<file path="src/rtl/fnd_pkg.sv">
// Shared definitions for the FND display path: segment font, converter states
// and the BCD register sizing helper.
package fnd_pkg;

    // Segment codes are {dp,g,f,e,d,c,b,a}, active-low.
    localparam logic [7:0] SEG_0     = 8'hC0;
    localparam logic [7:0] SEG_1     = 8'hF9;
    localparam logic [7:0] SEG_2     = 8'hA4;
    localparam logic [7:0] SEG_3     = 8'hB0;
    localparam logic [7:0] SEG_4     = 8'h99;
    localparam logic [7:0] SEG_5     = 8'h92;
    localparam logic [7:0] SEG_6     = 8'h82;
    localparam logic [7:0] SEG_7     = 8'hF8;
    localparam logic [7:0] SEG_8     = 8'h80;
    localparam logic [7:0] SEG_9     = 8'h90;
    localparam logic [7:0] SEG_DASH  = 8'hBF;
    localparam logic [7:0] SEG_BLANK = 8'hFF;

    typedef enum logic [1:0] {
        IDLE = 2'd0,
        CONV = 2'd1,
        LOAD = 2'd2
    } conv_state_e;

    // Decimal digits needed for 2**bin_w-1, widened to at least `digits`, in bits.
    function automatic int bcd_width(input int bin_w, input int digits);
        longint unsigned maxv;
        longint unsigned p;
        int              nd;
        maxv = (longint'(1) << bin_w) - 1;
        p    = 10;
        nd   = 1;
        for (int i = 0; i < 10; i++) begin
            if (p <= maxv) begin
                nd = nd + 1;
                p  = p * 10;
            end
        end
        if (nd < digits) nd = digits;
        return 4 * nd;
    endfunction

    function automatic longint unsigned pow10(input int n);
        longint unsigned p;
        p = 1;
        for (int i = 0; i < n; i++) p = p * 10;
        return p;
    endfunction

    function automatic logic [7:0] seg_font(input logic [3:0] nib);
        case (nib)
            4'd0:    return SEG_0;
            4'd1:    return SEG_1;
            4'd2:    return SEG_2;
            4'd3:    return SEG_3;
            4'd4:    return SEG_4;
            4'd5:    return SEG_5;
            4'd6:    return SEG_6;
            4'd7:    return SEG_7;
            4'd8:    return SEG_8;
            4'd9:    return SEG_9;
            default: return SEG_BLANK;
        endcase
    endfunction

endpackage

</file>
<file path="src/rtl/bin2bcd_seq.sv">
// Sequential shift-add-3 binary to BCD converter with valid/ready input and a
// one-cycle load strobe carrying the low DIGITS nibbles and the overflow flag.
module bin2bcd_seq
    import fnd_pkg::*;
#(
    parameter int DIGITS = 4,
    parameter int BIN_W  = 14
) (
    input  logic                  clk,
    input  logic                  reset,
    input  logic                  i_valid,
    input  logic [BIN_W-1:0]      i_value,
    output logic                  o_ready,
    output logic                  o_load,
    output logic [DIGITS*4-1:0]   o_bcd,
    output logic                  o_overflow
);

    localparam int              BCD_W = bcd_width(BIN_W, DIGITS);
    localparam int              CNT_W = $clog2(BIN_W + 1);
    localparam longint unsigned LIMIT = pow10(DIGITS);

    conv_state_e        state_q, state_d;
    logic [BCD_W-1:0]   bcd_q, bcd_adj;
    logic [BIN_W-1:0]   bin_q;
    logic [CNT_W-1:0]   cnt_q;
    logic               ovf_q;
    logic               accept;

    always_ff @(posedge clk or negedge reset) begin
        if (!reset) state_q <= IDLE;
        else        state_q <= state_d;
    end

    always_comb begin
        state_d = state_q;
        o_ready = 1'b0;
        o_load  = 1'b0;
        accept  = 1'b0;
        case (state_q)
            IDLE: begin
                o_ready = 1'b1;
                if (i_valid) begin
                    accept  = 1'b1;
                    state_d = CONV;
                end
            end
            CONV: begin
                if (cnt_q == CNT_W'(BIN_W - 1)) state_d = LOAD;
            end
            LOAD: begin
                o_load  = 1'b1;
                state_d = IDLE;
            end
            default: state_d = IDLE;
        endcase
    end

    // Correct every nibble before the shift so it carries properly into the next.
    always_comb begin
        bcd_adj = bcd_q;
        for (int n = 0; n < BCD_W / 4; n++) begin
            if (bcd_q[4*n +: 4] >= 4'd5) bcd_adj[4*n +: 4] = bcd_q[4*n +: 4] + 4'd3;
        end
    end

    always_ff @(posedge clk or negedge reset) begin
        if (!reset) begin
            bcd_q <= '0;
            bin_q <= '0;
            cnt_q <= '0;
            ovf_q <= 1'b0;
        end else if (accept) begin
            bcd_q <= '0;
            bin_q <= i_value;
            cnt_q <= '0;
            ovf_q <= (64'(i_value) >= LIMIT);
        end else if (state_q == CONV) begin
            {bcd_q, bin_q} <= {bcd_adj[BCD_W-2:0], bin_q, 1'b0};
            cnt_q          <= cnt_q + 1'b1;
        end
    end

    assign o_bcd      = bcd_q[DIGITS*4-1:0];
    assign o_overflow = ovf_q;

endmodule

</file>
<file path="src/rtl/fnd_bin_display.sv">
// Multi-digit seven-segment controller: binary in, BCD display register, scan
// divider and font mux. Define FND_LZ_BLANK_EN to blank leading zeros.
module fnd_bin_display
    import fnd_pkg::*;
#(
    parameter int CLK_HZ  = 100_000_000,
    parameter int SCAN_HZ = 1_000,
    parameter int DIGITS  = 4,
    parameter int BIN_W   = 14
) (
    input  logic              clk,
    input  logic              reset,
    input  logic              i_valid,
    input  logic [BIN_W-1:0]  i_value,
    output logic              o_ready,
    output logic              o_overflow,
    output logic [DIGITS-1:0] fndCom,
    output logic [7:0]        fndFont
);

    localparam int DIV_TC = CLK_HZ / SCAN_HZ - 1;
    localparam int DIV_W  = $clog2(DIV_TC + 1);
    localparam int IDX_W  = (DIGITS > 1) ? $clog2(DIGITS) : 1;

    logic                   conv_load;
    logic [DIGITS*4-1:0]    conv_bcd;
    logic                   conv_ovf;

    logic [DIGITS-1:0][3:0] disp_bcd;
    logic                   disp_ovf;
    logic [DIV_W-1:0]       div_q;
    logic [IDX_W-1:0]       idx_q;
    logic                   tick;
    logic [DIGITS-1:0]      blank_mask;
    logic [3:0]             cur_nib;

    bin2bcd_seq #(
        .DIGITS (DIGITS),
        .BIN_W  (BIN_W)
    ) u_conv (
        .clk        (clk),
        .reset      (reset),
        .i_valid    (i_valid),
        .i_value    (i_value),
        .o_ready    (o_ready),
        .o_load     (conv_load),
        .o_bcd      (conv_bcd),
        .o_overflow (conv_ovf)
    );

    // Digits and overflow land together so a half-updated value is never shown.
    always_ff @(posedge clk or negedge reset) begin
        if (!reset) begin
            disp_bcd <= '0;
            disp_ovf <= 1'b0;
        end else if (conv_load) begin
            disp_bcd <= conv_bcd;
            disp_ovf <= conv_ovf;
        end
    end

    assign tick = (div_q == DIV_W'(DIV_TC));

    always_ff @(posedge clk or negedge reset) begin
        if (!reset) begin
            div_q <= '0;
            idx_q <= '0;
        end else begin
            div_q <= tick ? '0 : div_q + 1'b1;
            if (tick) idx_q <= (idx_q == IDX_W'(DIGITS - 1)) ? '0 : idx_q + 1'b1;
        end
    end

`ifdef FND_LZ_BLANK_EN
    // Walk down from the top digit; blank while everything above is still zero.
    always_comb begin
        logic run;
        run        = 1'b1;
        blank_mask = '0;
        for (int d = DIGITS - 1; d >= 0; d--) begin
            run           = run && (disp_bcd[d] == 4'd0);
            blank_mask[d] = run && (d != 0);
        end
    end
`else
    assign blank_mask = '0;
`endif

    assign cur_nib = disp_bcd[idx_q];
    assign fndCom  = ~(DIGITS'(1) << idx_q);

    always_comb begin
        fndFont = seg_font(cur_nib);
        if (disp_ovf)                fndFont = SEG_DASH;
        else if (blank_mask[idx_q])  fndFont = SEG_BLANK;
    end

    assign o_overflow = disp_ovf;

endmodule

</file>
<file path="config.mk">
export PLATFORM = sky130hd
export DESIGN_NAME = fnd_bin_display
export DESIGN_NICKNAME = d
export VERILOG_FILES = /design/src/rtl/fnd_pkg.sv /design/src/rtl/bin2bcd_seq.sv /design/src/rtl/fnd_bin_display.sv
export SDC_FILE = /design/constraint.sdc
export NUM_CORES = 1
export LEC_CHECK = 0
export BUFFER_PORTS_ARGS = -buffer_cell sky130_fd_sc_hd__buf_2
export CORE_MARGIN = 2
export CORE_UTILIZATION = 50
export CTS_CLUSTER_DIAMETER = 80
export DETAILED_ROUTE_END_ITERATION = 7
export PLACE_DENSITY = 0.69
export SETUP_SLACK_MARGIN = 0.05
export SYNTH_ARGS = -nofsm -noshare
export SYNTH_HDL_FRONTEND = slang
export SYNTH_SLANG_ARGS = --single-unit
</file>
<file path="constraint.sdc">
create_clock -name clk -period 2.9 [get_ports clk]
set_input_delay 0.145 -clock clk [delete_from_list [all_inputs] [get_ports clk]]
set_output_delay 0.145 -clock clk [all_outputs]
set_load 0.1 [all_outputs]
</file>
==> flow_summary.ini <==
[logic_synthesis]
ys_seq_area_share_pct = 48.6
ys_async_sr_fraction_pct = 100
ys.warnings.count = 0
synth_nets = 403
synth_edf_count = 0
ys.flop_type = dfrtp_1
synth_top_cell_area_share_pct = 48.6
yosys-top-cells-area = dfrtp_1, ha_1, nand2_1, o21ai_0, mux2_2
syn_area_per_cell_sq_um = 10.3
yosys_register_bits = 73
ys_types = 44
syn_inst = 365
synth.largest_area_cell = dfrtp_1
netlist_area_sq_um = 3760

[placement]
hpwl_microns = 4870
io_buffers = 29
dpl-instance-area_sq_um = 3990
place_inst = 478
post-place-ws_ps = 514
gp_congestion = 0.740

[final_layout]
area_delta_synth_final_pct = 11.4
instances_no_fill = 494
n_antenna_cell = 0
post-route-util_pct = 57.7
stdcell_area_sq_um = 4180
drive_gt1_share_pct = 18.5
layout.nets = 430

[clocking]
insertion_delay_ps = 340
clkSinkCount = 73
cts_buffers = 9
clock-root-buffer = clkbuf_8
post_cts.repair.setup_buffers = 0
cts_buffer_depth = 2
cts.clk_slew.worst_paths_ps = 70
tritoncts = yes
cts_max_level = 3

[floorplan]
start_util_pct = 51.8
dieArea_sq_um = 8220
coreArea_sq_um = 7250
die_x_microns = 90.7
rows = 31
ioPinCount = 31
die_y_microns = 90.7

[setup_path]
end_kind = output port
worst_path_largest_cell_delay_ps = 690
path_delay_family = multiplexers
worst-setup-path-type = flip-flop to output port
r2r_slack_ps = 880
reg2reg_to = idx_q[1]$_DFFE_PN0N_
cp.arrival_ps = 2530
critPathLaunch = idx_q[0]$_DFFE_PN0N_
worstPathRequired_ps = 2760
rr_worst_depth = 4
start_kind = flip-flop
crit_path_max_fanout = 11
path_cells = mux4_2 -> o21a_1 -> nor2_1 -> o31ai_2 -> buf_2
r2r-start = div_q[11]$_DFF_PN0_
cp.buffers_inverters = 1
worstSetupPathDepth = 5
critical_path.slowest_cell = mux4_2
cp-endpoint = fndFont[2]

[timing]
relSlewSlack_pct = 42.6
period_share_pct = 92.3
finalMaxSlewViolations = 0
finalHoldViolCount = 0
fin_skew_ps = 8.24
period_needed_ps = 2680
setup_viol = 0
fin_tns_setup_ps = 0
fin_ws_ps = 224
worstMarginPinSlew_ps = 861
rsz0062_at_grt = no
max_freq_mhz = 374
whs_ps = 23.7

[grt]
antenna_found_initial = 0
grt-ovfl-total = 0
grt_pass1_vias = 2673
grt_pass1_wl_microns = 12100
grt_max_degree = 40
grt_use_total_pct = 18.0

[routing]
dr.pass1.iters = 4
drtAntennaViolNets = 0
viasPerCell = 5.36
drc_errors = 0
drt-total-wl_microns = 6850
num_vias = 2646
drt_iter0_markers = 145
routedWlPerCell_microns = 13.9

[status]
status = completed

[power]
power_mw = 4.37
peakVddDrop_mv = 0.714
p_leak_nw = 1.93
power.density_nw_per_um2 = 1040

[hold_path]
min_path_type = input port to flip-flop

[job]
maxCapViolCount = 0
cell usage in the layout (no fill, tap or decap), drive strengths merged, types with 14 or more instances in the layout:
master	n
nand3	22
buf	33
nand2	50
mux2	14
o21ai	32
ha	21
inv	19
xnor2	14
nor2	14
dfrtp	73
cell type report:
class,instances,area [sq um]
Sequential cell,73,1830
Tap cell,99,124
Inverter,19,71.3
Clock inverter,3,43.8
Multi-Input combinational cell,253,1780
Clock buffer,11,131
Timing Repair Buffer,36,205
Fill cell,633,3070
metal layers:
metal  global-route usage [%]  vias to the layer above  part of all wire, %
li1                         -                     1320                    -
met5                        0                        -                    0
met1                     24.2                     1266                   48
met4                     7.69                        0                  1.8
met2                     28.4                       49                   46
met3                     3.67                       11                  3.9
logic make-up (layout without fill, tap and decap cells):
kind of cell / count (synthesis) / in the layout / share of synthesized area [%]
AND/OR/NAND/NOR: 120 / 120 / 16.2
flip-flops: 73 / 73 / 48.6
AO/OA/AOI/OAI: 68 / 68 / 11.2
buffers and inverters: 39 / 69 / 4.33
multiplexers: 22 / 22 / 7.66
adder cells (fa/ha/maj): 21 / 21 / 7.00
XOR/XNOR: 21 / 21 / 4.90
other: 1 / 1 / 0.0998
sequential cells by signal, summed over array words and instances (netlist names):
name	count
div_q	17
o_overflow	1
u_conv.bin_q	14
disp_bcd	16
u_conv.o_overflow	1
idx_q	2
u_conv.cnt_q	4
u_conv.state_q	2
u_conv.bcd_q	16
tightest hold or removal path: stages:
cell     delay (ps)
buf_2            80
nand2_1          50
o21ai_0          60
repair_timing:
item / 4_1_cts / 5_1_grt
hold buffers: 2 / 0
endpoints found under the hold margin: 38 / 0
setup endpoints to repair: 0 / 1
gates resized for setup: 0 / 1
power by group:
part | total, mW | leakage (nW) | internal [mW] | switching [mW]
Sequential | 1.61 | 0.928 | 1.35 | 0.256
Clock | 0.731 | 0.0892 | 0.389 | 0.342
Combinational | 2.03 | 0.909 | 0.659 | 1.37
how the worst min path moves through the flow:
stage	endpoint	slack, ps	from	cells after the start
6_report	u_conv.bin_q[13]$_DFFE_PN0P_	20	i_value[13]	3
5_1_grt	u_conv.bin_q[3]$_DFFE_PN0P_	50	i_value[3]	3
4_1_cts	u_conv.bin_q[13]$_DFFE_PN0P_	10	i_value[13]	3
3_5_place_dp	u_conv.cnt_q[3]$_DFFE_PN0P_	320	reset	1
3_3_place_gp	u_conv.cnt_q[3]$_DFFE_PN0P_	300	reset	1
2_1_floorplan	disp_bcd[0]$_DFFE_PN0N_	-150	reset	0
cells in the mapped netlist, types with 4 or more instances:
cell type and instances:
nand3_1 22, ha_1 21, clkbuf_1 12, mux4_2 4, a21oi_1 8, mux2_2 13
nor2_1 14, xor2_1 7, a22oi_1 12, mux2i_1 4, dfrtp_1 73, nand2_1 50
nand2b_1 6, o31ai_1 9, xnor2_1 14, inv_1 19, nand4_1 4, a32o_1 4
o21ai_0 32
Note: power is estimated with default switching activity, not from simulation.
